### config.mk
export PLATFORM = sky130hd
export DESIGN_NAME = dram_rd_return
export DESIGN_NICKNAME = d
export VERILOG_FILES = /design/src/rtl/dram_rd_return.sv
export SDC_FILE = /design/constraint.sdc
export NUM_CORES = 1
export LEC_CHECK = 0
export BUFFER_PORTS_ARGS = -buffer_cell sky130_fd_sc_hd__buf_4
export CAP_MARGIN = 25
export CORE_ASPECT_RATIO = 1.1
export CORE_MARGIN = 3
export CORE_UTILIZATION = 50
export CTS_CLUSTER_DIAMETER = 30
export DETAILED_ROUTE_END_ITERATION = 16
export PLACE_DENSITY = 0.71
export SYNTH_ARGS = -nofsm -noshare
export SYNTH_HDL_FRONTEND = slang
export SYNTH_SLANG_ARGS = --single-unit
### constraint.sdc
create_clock -name clk -period 2.1 [get_ports clk]
set_input_delay 0.42 -clock clk [delete_from_list [all_inputs] [get_ports clk]]
set_output_delay 0.42 -clock clk [all_outputs]
set_load 0.03 [all_outputs]
### src/rtl/dram_rd_return.sv
// dram_rd_return: read-data return stage behind the DRAM controller.
// Packs serial READ beats (LSB-first) into bank-tagged words and queues them
// in a first-word fall-through FIFO with a valid/ready output handshake.
// A completed word that finds the FIFO full (and no pop that cycle) is dropped
// and flags the sticky overflow output.
// Optional feature: define DRAM_RD_PARITY_EN to store an even-parity bit per
// FIFO entry and expose it on rd_parity.
module dram_rd_return #(
    parameter int DATA_WIDTH   = 1,
    parameter int WORD_WIDTH   = 8,
    parameter int NUM_OF_BANKS = 8,
    parameter int FIFO_DEPTH   = 4
) (
    input  logic                            clk,
    input  logic                            rst,
    input  logic [1:0]                      cmd,
    input  logic [$clog2(NUM_OF_BANKS)-1:0] bank_rw,
    input  logic [DATA_WIDTH-1:0]           dram_data_in,
    input  logic                            rd_ready,
    output logic                            rd_valid,
    output logic [WORD_WIDTH-1:0]           rd_word,
    output logic [$clog2(NUM_OF_BANKS)-1:0] rd_bank,
    output logic                            busy,
`ifdef DRAM_RD_PARITY_EN
    output logic                            overflow,
    output logic                            rd_parity
`else
    output logic                            overflow
`endif
);

    localparam int BEATS  = WORD_WIDTH / DATA_WIDTH;
    localparam int BANK_W = $clog2(NUM_OF_BANKS);
    localparam int CNT_W  = (BEATS > 1) ? $clog2(BEATS) : 1;
    localparam int PTR_W  = $clog2(FIFO_DEPTH);

    localparam logic [CNT_W-1:0] LAST_BEAT = CNT_W'(BEATS - 1);
    localparam logic [PTR_W:0]   FULL_OCC  = (PTR_W + 1)'(FIFO_DEPTH);

    localparam logic [1:0] CMD_NOP  = 2'b00;
    localparam logic [1:0] CMD_READ = 2'b01;

    localparam logic ST_IDLE    = 1'b0;
    localparam logic ST_COLLECT = 1'b1;

    // Assembler state
    logic                  state, state_nxt;
    logic [CNT_W-1:0]      count, count_nxt;
    logic [WORD_WIDTH-1:0] shreg, shreg_nxt;
    logic [BANK_W-1:0]     tag, tag_nxt;
    logic [WORD_WIDTH-1:0] merged;
    logic [WORD_WIDTH-1:0] fresh;
    logic                  push;

    // FIFO state
    logic [WORD_WIDTH-1:0] mem_word [FIFO_DEPTH];
    logic [BANK_W-1:0]     mem_bank [FIFO_DEPTH];
    logic [PTR_W-1:0]      wr_ptr, rd_ptr;
    logic [PTR_W:0]        occ;
    logic                  empty, full, pop, push_ok;

    // Beat placement and assembler next-state decode
    always_comb begin
        state_nxt = state;
        count_nxt = count;
        shreg_nxt = shreg;
        tag_nxt   = tag;
        push      = 1'b0;

        // merged is the partial word with the current beat in slot 'count';
        // in IDLE count is 0, so it also serves as the single-beat word.
        merged = shreg;
        merged[int'(count) * DATA_WIDTH +: DATA_WIDTH] = dram_data_in;
        fresh = '0;
        fresh[DATA_WIDTH-1:0] = dram_data_in;

        case (state)
            ST_IDLE: begin
                if (cmd == CMD_READ) begin
                    tag_nxt = bank_rw;
                    if (BEATS == 1) begin
                        push      = 1'b1;
                        count_nxt = '0;
                    end else begin
                        shreg_nxt = fresh;
                        count_nxt = CNT_W'(1);
                        state_nxt = ST_COLLECT;
                    end
                end
            end
            default: begin
                if (cmd == CMD_READ) begin
                    if (bank_rw != tag) begin
                        shreg_nxt = fresh;
                        tag_nxt   = bank_rw;
                        count_nxt = CNT_W'(1);
                    end else if (count == LAST_BEAT) begin
                        push      = 1'b1;
                        count_nxt = '0;
                        state_nxt = ST_IDLE;
                    end else begin
                        shreg_nxt = merged;
                        count_nxt = count + CNT_W'(1);
                    end
                end else if (cmd != CMD_NOP) begin
                    count_nxt = '0;
                    state_nxt = ST_IDLE;
                end
            end
        endcase
    end

    // Assembler registers
    always_ff @(posedge clk or posedge rst) begin
        if (rst) begin
            state <= ST_IDLE;
            count <= '0;
            shreg <= '0;
            tag   <= '0;
        end else begin
            state <= state_nxt;
            count <= count_nxt;
            shreg <= shreg_nxt;
            tag   <= tag_nxt;
        end
    end

    assign busy    = (state == ST_COLLECT);
    assign empty   = (occ == '0);
    assign full    = (occ == FULL_OCC);
    assign pop     = !empty && rd_ready;
    assign push_ok = push && (!full || pop);

    // FIFO pointers, occupancy and sticky overflow flag
    always_ff @(posedge clk or posedge rst) begin
        if (rst) begin
            wr_ptr   <= '0;
            rd_ptr   <= '0;
            occ      <= '0;
            overflow <= 1'b0;
        end else begin
            if (push_ok)
                wr_ptr <= wr_ptr + PTR_W'(1);
            if (pop)
                rd_ptr <= rd_ptr + PTR_W'(1);
            occ <= occ + (PTR_W + 1)'(push_ok) - (PTR_W + 1)'(pop);
            if (push && !push_ok)
                overflow <= 1'b1;
        end
    end

    // FIFO storage; contents are only visible while non-empty
    always_ff @(posedge clk) begin
        if (push_ok) begin
            mem_word[wr_ptr] <= merged;
            mem_bank[wr_ptr] <= bank_rw;
        end
    end

    assign rd_valid = !empty;
    assign rd_word  = empty ? '0 : mem_word[rd_ptr];
    assign rd_bank  = empty ? '0 : mem_bank[rd_ptr];

`ifdef DRAM_RD_PARITY_EN
    logic mem_par [FIFO_DEPTH];

    // Parity bit captured alongside each pushed word
    always_ff @(posedge clk) begin
        if (push_ok)
            mem_par[wr_ptr] <= ^merged;
    end

    assign rd_parity = empty ? 1'b0 : mem_par[rd_ptr];
`endif

endmodule
* Yosys cells after proc, flatten, opt, wreduce, memory -nomap -nowiden *
Memories as Yosys holds them, arrays and structs flattened.
Cells that the tools add are included.

storage, ports and cells
  register bits = 23
  bits in latches = 0
  memory bits (writable) = 44
  bits in read-only memories = 0
  bits of input ports = 9
  output and inout port bits = 14
  logic and storage cells = 68
  memories kept = 2

memories
  name      depth  bits a word  rd ports  clocked after Yosys merged registers in  write ports  RTL line  source
  mem_word  4      8            1         0                                        1            56        logic [WORD_WIDTH-1:0] mem_word [FIFO_DEPTH];
  mem_bank  4      3            1         0                                        1            57        logic [BANK_W-1:0] mem_bank [FIFO_DEPTH];

cells by class
  add/subtract/negate cells = 6
  multipliers = 0
  div/mod/pow operators = 0
  magnitude comparators = 0
  eq/ne operators = 6
  shift-type cells = 2
  multiplexer cells = 30
  bitwise operators = 0
  reductions and logical operators = 14

operator list
  operator                                               number
  2-to-1 mux 8 bit                                       6
  2-to-1 mux 3 bit                                       11
  negation 3 -> 33 bit                                   1
  variable shift 1 x 33 -> 8 bit (first input constant)  1
  variable part select 1 x 33 -> 8 bit                   1
  2-to-1 mux 1 bit                                       12
  bitwise mux 8 bit                                      1
  equality test 3 bit (second input constant)            2
  AND reduction 2 bit                                    3
  nonzero test 2 bit                                     3
  adder 2 x 1 -> 2 bit (second input constant)           2
  adder 3 x 1 -> 3 bit                                   1
  adder 3 x 1 -> 3 bit (second input constant)           1
  logical AND 1 bit                                      3
  zero test 1 bit                                        3
  zero test 3 bit                                        1
  != test 3 bit                                          1
  != test 3 bit (second input constant)                  1
  subtractor 3 x 1 -> 3 bit                              1
  equality test 2 x 1 -> 1 bit (second input constant)   1
  != test 2 x 1 -> 1 bit (second input constant)         1
  logical OR 1 bit                                       1

* Depth between registers and ports, before layout *
Gate-level depths: netlist of the first run.

  word-level depth = 8
  mapped depth = 10

* Least setup slack after synthesis of the first run *
Ideal clock, no wire load.

  path type = reg-to-reg
  from = register state (netlist: busy)
  to = register occ[2]
  arrival time = 2.126 ns
  data required time = 1.977 ns
  slack = -0.149 ns
  stages on the path, launching flop included = 10
  buffers on the path = 1
  path through = dfrtp_1 and4_1 and4_4 buf_6 inv_1 ha_1 inv_1 ha_1 fa_1 xnor2_1

between the ends
  longest elaborated chain between the ends = 4

RTL lines
  item                       RTL line  source
  start, declared            47        logic state, state_nxt;
  start signal, assigned     121       state <= state_nxt;
  2-to-1 mux 1 bit           77        case (state)
  logical AND 1 bit          132       assign push_ok = push && (!full || pop);
  adder 3 x 1 -> 3 bit       146       occ <= occ + (PTR_W + 1)'(push_ok) - (PTR_W + 1)'(pop);
  subtractor 3 x 1 -> 3 bit  146
  end signal, assigned       146
  end, declared              59        logic [PTR_W:0] occ;

Every way passes these cells.
A chain may end at the register's enable or synchronous reset.

* Worst setup path after layout of the first run *
  from = register rd_ptr[0]
  to = output rd_word[6]

between the ends
  longest elaborated chain between the ends = 2

RTL lines
  item                     RTL line  source
  start, declared          58        logic [PTR_W-1:0] wr_ptr, rd_ptr;
  start signal, assigned   145       rd_ptr <= rd_ptr + PTR_W'(1);
  memory read (4 x 8 bit)  --
  2-to-1 mux 8 bit         161       assign rd_word = empty ? '0 : mem_word[rd_ptr];
  end, declared            21        output logic [WORD_WIDTH-1:0] rd_word,

Every way passes these cells.

==> qor.csv, run 1 <==
metric;value;unit
status;finished, violations left;
failing checks;setup timing;
Bufs and invs on worst path;2;
post-layout util;68.1;%
slew margin rel.;72.4;%
top cells by area, synth;edfxtp_1 44%, dfrtp_1 19%, mux4_2 8.2%;
Multi-input gate area;1140;um2
worst-path cell chain;clkbuf_16 > mux4_2 > and2_4 > buf_6;
critical path type;reg2out;
vias per cell;5.46;
Max Clock Freq;469;MHz
Syn. warnings;0;
Final WS setup;-31.6;ps
Max Slew Vio Count;0;
Ant. Diodes;0;
clock-pin slew on the worst setup and hold paths;70;ps
final setup violating endpoints;11;
clk root buf;clkbuf_8;
endpoint class of the critical path;output pin;
fin crit share;102;%
Peak VDD IR;0.692;mV
area grow syn2layout;27.1;%
Avg WL per Cell;17.5;um
# fillers;378;
PwrDens;1210;nW/um2
Max-Cap Viols;0;
Sequential Area;1900;um2
core area;5610;um2
DP HPWL;3.73;mm
GRT Total Usage;17.7;%
H-Tree Depth;3;
Routed WL;5.52;mm
Avg Cell Area, Syn;15.8;um2
initial antenna violation count;0;
crit path DAT;1710;ps
commonest non-fill, non-tap cell in the layout;edfxtp_1;
row cnt;28;
largest net degree at the start of global routing;15;
dpl cell area;3380;um2
clock sinks;67;
share of layout cells above drive strength 1;49.6;%
slew of the pin with the lowest slew margin;413;ps
Total Die Area;6980;um2
post-synth top area share;44.0;%
register bit total from synthesis;67;
worst skew pair latency;330;ps
design area;3820;um2
final hold violation count;0;
total CTS buffers;9;
Ports;23;
CTS tree;built;
startpoint types;register;
Max Fanout on Critical Path;5;
Req. time, crit path;1680;ps
final antenna-violating net count;0;
CTS Hold Bufs;0;
minimum clock period;2130;ps
DRC Markers;0;
Die X;79.9;um
vias in the first global route;1730;
Hold WC Path Type;in2async;
slowest CP cell;mux4_2;
GRT Residual Overflow;0;
initial core utilization;53.6;%
first-pass iteration count of the detailed router;4;
post-synthesis instance area;3000;um2
routability congestion estimate;0.797;
setup_tns;-204;ps
Unique masters post-synth;38;
first-pass GRT wire length;8.84;mm
Nets;255;
Die H;87.3;um
LEAKAGE;1.50;nW
initial DRC count;105;
register area share after synthesis;63.1;%
pre-CTS setup slack;-153;ps
largest area contributor in the netlist;edfxtp_1;
Synth Instances;190;
Post-Syn Nets;210;
cell family with most CP delay;multiplexers;
Clock Path Buffers;2;
most frequent cells in the layout;44 x edfxtp_1, 27 x buf_4, 20 x dfrtp_1, 13 x buf_6, 12 x and2_4;
RSZ-0062 raised after global routing;true;
clock skew;6.06;ps
port bufs;22;
vias;1720;
CP max stage delay;490;ps
-- cell usage after synthesis (all sizes together) --
library cell,number
a21bo,1
a21boi,1
a21oi,1
a22o,1
a31o,1
a32o,8
and2,17
and4,2
buf,4
clkbuf,4
dfrtp,23
edfxtp,44
fa,1
ha,10
inv,12
mux2,13
mux4,11
nand2,5
nand2b,1
nand3,2
nand4,3
nand4b,1
nor2,4
nor2b,3
nor3,2
nor3b,1
nor4,1
o21ai,2
or2,1
or3,1
or4b,1
xnor2,6
xor2,2
-- metrics by stage --
| step | std cells | hold WS (ps) | power, mW |
|---|---|---|---|
| finish | 315 | 80.7 | 4.63 |
| CTS | 312 | 87.9 | 4.61 |
| detailed placement | 294 | 444 | 3.00 |
| global route | 315 | 80.1 | 4.85 |
| floorplan | 190 | 422 | 2.49 |
| global placement | 294 | 427 | 2.95 |
-- power breakdown --
group | total, mW | leakage [nW] | switching [mW] | internal (mW)
clock network | 1.27 | 0.123 | 0.456 | 0.818
logic | 1.80 | 0.689 | 0.806 | 0.996
registers | 1.55 | 0.690 | 0.0701 | 1.48
total | 4.63 | 1.50 | 1.33 | 3.29
-- per-layer routing --
metal / GRT usage, % / wire length (um) / up-vias
li1: - / - / 801
met1: 21.4 / 2210 / 873
met2: 30.0 / 2990 / 41
met3: 4.97 / 248 / 5
met4: 6.76 / 67 / 0
met5: 0 / 0 / -
-- what timing repair did --
| item | CTS | global route |
|---|---|---|
| pin swaps | 11 | 10 |
| gates cloned | 1 | 0 |
| buffers inserted | 1 | 3 |
| endpoints found under the hold margin | 0 | 0 |
| endpoints found under the setup margin | 19 | 33 |
| resized for setup | 30 | 12 |
-- logic make-up after synthesis --
family	Yosys count	synth area share (%)
AOI/OAI and AO/OA	15	4.33
xor gates and xnor gates	8	2.33
and+or+nand+nor	45	9.29
adders and majority gates	11	4.83
muxes	24	13.2
buffers and inverters	20	2.83
DFF	67	63.1
-- sequential cells by signal, summed over array words and instances (netlist names) --
register / flops
tag: 3
count: 3
shreg: 8
mem_word: 32
overflow: 1
rd_ptr: 2
busy: 1
mem_bank: 12
occ: 3
wr_ptr: 2
-- path summary, 6_finish.rpt --
path	start	end	slack, ps	cells past startpoint
min in group clk	bank_rw[1]	mem_bank[0][1]$_DFFE_PP_	310	1
setup reg to reg	occ[2]$_DFF_PP0_	occ[2]$_DFF_PP0_	20	9
hold reg to reg	overflow$_DFFE_PP0P_	overflow$_DFFE_PP0P_	480	1
hold / removal	rst	count[2]$_DFFE_PP0P_	80	2
max in group asynchronous	rst	busy$_DFF_PP0_	1460	3
setup / recovery	rd_ptr[0]$_DFFE_PP0P_	rd_word[6]	-30	4
-- cell type report --
type | instances | area share [%]
clock inverters | 5 | 2.62
inverters | 12 | 1.25
repair buffers | 42 | 10.3
multi-input cells | 103 | 29.9
flip-flops and latches | 67 | 49.8
clock buffers | 11 | 3.70
well taps | 75 | 2.46
Power figures use the tool's default switching activity.
==> run 2: changes to the inputs <==
--- a/config.mk
+++ b/config.mk
@@ -5,12 +5,14 @@
 export SDC_FILE = /design/constraint.sdc
 export NUM_CORES = 1
 export LEC_CHECK = 0
+export ABC_AREA = 1
 export BUFFER_PORTS_ARGS = -buffer_cell sky130_fd_sc_hd__buf_4
 export CAP_MARGIN = 25
 export CORE_ASPECT_RATIO = 1.1
 export CORE_MARGIN = 3
 export CORE_UTILIZATION = 50
 export CTS_CLUSTER_DIAMETER = 30
+export CTS_CLUSTER_SIZE = 24
 export DETAILED_ROUTE_END_ITERATION = 16
 export PLACE_DENSITY = 0.71
 export SYNTH_ARGS = -nofsm -noshare
==> qor.csv, run 2 <==
metric;value;unit;change
status;finished clean;;
H-Tree Depth;3;;unchanged
port bufs;22;;unchanged
final antenna-violating net count;0;;unchanged
Die X;82.5;um;+3.2%
most frequent cell after synthesis;nor2_1;;
routability congestion estimate;0.864;;+8.4%
vias;2353;;+37%
RSZ-0062 raised after global routing;true;;
endpoint class of the critical path;register;;
GRT Residual Overflow;0;;unchanged
top cells by area, synth;edfxtp_1 41%, dfrtp_1 18%, nor2_1 6.9%;;
vias in the first global route;2191;;+27%
first-pass GRT wire length;10.3;mm;+16%
Routed WL;6.32;mm;+15%
Avg Cell Area, Syn;9.86;um2;-38%
cell count after placement;437;;+49%
dpl cell area;3630;um2;+7.4%
slew margin rel.;62.3;%;-10 points
clock skew;7.18;ps;+1.12 ps
first-pass iteration count of the detailed router;4;;unchanged
final setup violating endpoints;0;;-11
initial DRC count;114;;+8.6%
initial core utilization;51.9;%;-1.7 points
Die H;90.1;um;+3.2%
Peak VDD IR;0.653;mV;-5.6%
initial antenna violation count;0;;unchanged
clk root buf;clkbuf_8;;
largest net degree at the start of global routing;24;;+9
clock sinks;67;;unchanged
Avg WL per Cell;13.9;um;-21%
vias per cell;5.17;;-5.3%
Hold WC Path Type;in2async;;
Synth Instances;326;;+72%
Total Die Area;7430;um2;+6.5%
post-synth top area share;41.1;%;-2.9 points
core area;6190;um2;+10%
share of layout cells above drive strength 1;23.2;%;-26 points
worst skew pair latency;350;ps;+20 ps
Worst path most repeated cell;ha_4;;
minimum clock period;2040;ps;-91.9 ps
critical path type;reg2reg;;
max FFs per register;32;;unchanged
Bufs and invs on worst path;2;;unchanged
largest registers;mem_word: 32 flops, mem_bank: 12 flops, shreg: 8 flops;;
ys async rst share;34.3;%;unchanged
GRT Total Usage;18.7;%;+0.97 points
LEAKAGE;1.62;nW;+8.1%
Worst R2R Setup Slack;60;ps;+40 ps
clock-pin slew on the worst setup and hold paths;80;ps;about the same
Ports;23;;unchanged
# fillers;522;;+38%
Commonest cells post-synth;59 x nor2_1, 50 x nand2_1, 44 x edfxtp_1, 31 x inv_1, 29 x o21ai_0;;
commonest non-fill, non-tap cell in the layout;nor2_1;;
Ant. Diodes;0;;unchanged
Max Fanout on Critical Path;3;;-2
cell family with most CP delay;adder cells;;
Unique masters post-synth;29;;-24%
Max Slew Vio Count;0;;unchanged
Non-Filler Instances;455;;+44%
Syn. warnings;0;;unchanged
register area share after synthesis;59.0;%;-4.2 points
Total Power;4.44;mW;-4.0%
most frequent cells in the layout;58 x nor2_1, 50 x nand2_1, 44 x edfxtp_1, 43 x buf_4, 29 x o21ai_0;;
CTS tree;built;;
total CTS buffers;9;;unchanged
crit path DAT;2280;ps;+570 ps
Clock Path Buffers;2;;unchanged
worst-path cell chain;ha_2 > ha_4 > inv_2 > nor2_4 > nand3_4 > ha_4 > inv_2 > ha_4 > fa_2 > xor2_1;;
hold_ws;110;ps;+29.1 ps
largest area contributor in the netlist;edfxtp_1;;
slowest CP cell;dfrtp_1;;
Max-Cap Viols;0;;unchanged
startpoint types;register;;
Max Clock Freq;490;MHz;+4.5%
Post-Syn Nets;346;;+65%
Req. time, crit path;2340;ps;+660 ps
fin crit share;97.1;%;-4.4 points
DRC Markers;0;;unchanged
PwrDens;1150;nW/um2;-5.3%
EDFF count, synth;44;;unchanged
design area;3870;um2;+1.4%
DP HPWL;4.31;mm;+15%
main flop type after synthesis;edfxtp_1;;
register bit total from synthesis;67;;unchanged
post-layout util;62.5;%;-5.6 points
Reg with most FFs;mem_word;;
CP max stage delay;390;ps;-100 ps
area grow syn2layout;20.4;%;
Nets;390;;+53%
slew of the pin with the lowest slew margin;565;ps;+151 ps
row cnt;30;;+7.1%
final hold violation count;0;;unchanged
post-synthesis instance area;3220;um2;+7.0%
[run 2: cell count changes after synthesis, sizes merged, moves of 12 or more]
cell and change:
a21oi +12, nor2 +58, mux2 -13, inv +22
and2 -13, nand3 +24, nand2 +47, o21ai +30
[run 2: cells by family after synthesis]
kind of cell / Yosys count / synth area share [%]
and+or+nand+nor: 149 / 21.3
buffers and inverters: 45 / 5.91
DFF: 67 / 59.0
adders and majority gates: 11 / 4.51
AOI/OAI and AO/OA: 50 / 8.17
xor gates and xnor gates: 4 / 1.09
[run 2: worst reg2reg max path: stages (launching register included)]
cell and delay (ps):
dfrtp_1 390, ha_2 220, ha_4 140, inv_2 40
nor2_4 120, nand3_4 80, ha_4 270, inv_2 40
ha_4 150, fa_2 330, xor2_1 140
[run 2: cell type report]
class | instances | area, um2 | area share [%]
Clock inverter | 7 | 98.8 | 2.55
Sequential cell | 67 | 1900 | 49.1
Multi-Input combinational cell | 214 | 1190 | 30.6
Clock buffer | 9 | 124 | 3.20
Inverter | 34 | 129 | 3.33
Tap cell | 80 | 100 | 2.59
Timing Repair Buffer | 44 | 334 | 8.63
[run 2: timing repair]
item | 4_1_cts | 5_1_grt
resized for setup | 1 | 3
hold buffers | 0 | 0
pin swaps | 0 | 5
setup endpoints to repair | 1 | 16
buffers inserted | 0 | 2
[run 2: metal layers]
metal	track usage, %	wire length (um)	up-vias
met1	23.1	2610	1125
li1	-	-	1167
met2	31.1	3330	52
met5	0	0	-
met3	2.71	283	9
met4	9.14	95	0
[run 2: final timing paths]
check,start,end,depth (start not counted)
min in group clk,cmd[0],busy$_DFF_PP0_,4
worst min register to register,overflow$_DFFE_PP0P_,overflow$_DFFE_PP0P_,1
worst max-delay path,count[0]$_DFFE_PP0P_,occ[2]$_DFF_PP0_,10
max in group asynchronous,rst,busy$_DFF_PP0_,3
worst min-delay path,rst,occ[2]$_DFF_PP0_,3
worst max register to register,count[0]$_DFFE_PP0P_,occ[2]$_DFF_PP0_,10
[run 2: metrics by stage]
stage | setup slack, ps | setup TNS [ps]
floorplan | 6.07 | 0
global placement | 26.7 | 0
detailed placement | 7.36 | 0
CTS | 6.67 | 0
global route | -70.6 | -114
finish | 60.3 | 0
[run 2: report_power, final]
part	internal (mW)	switching, mW	leakage (nW)	total, mW
combinational	0.623	1.06	0.834	1.68
clock	0.676	0.527	0.110	1.20
sequential	1.48	0.0752	0.680	1.56
total	2.78	1.66	1.62	4.44
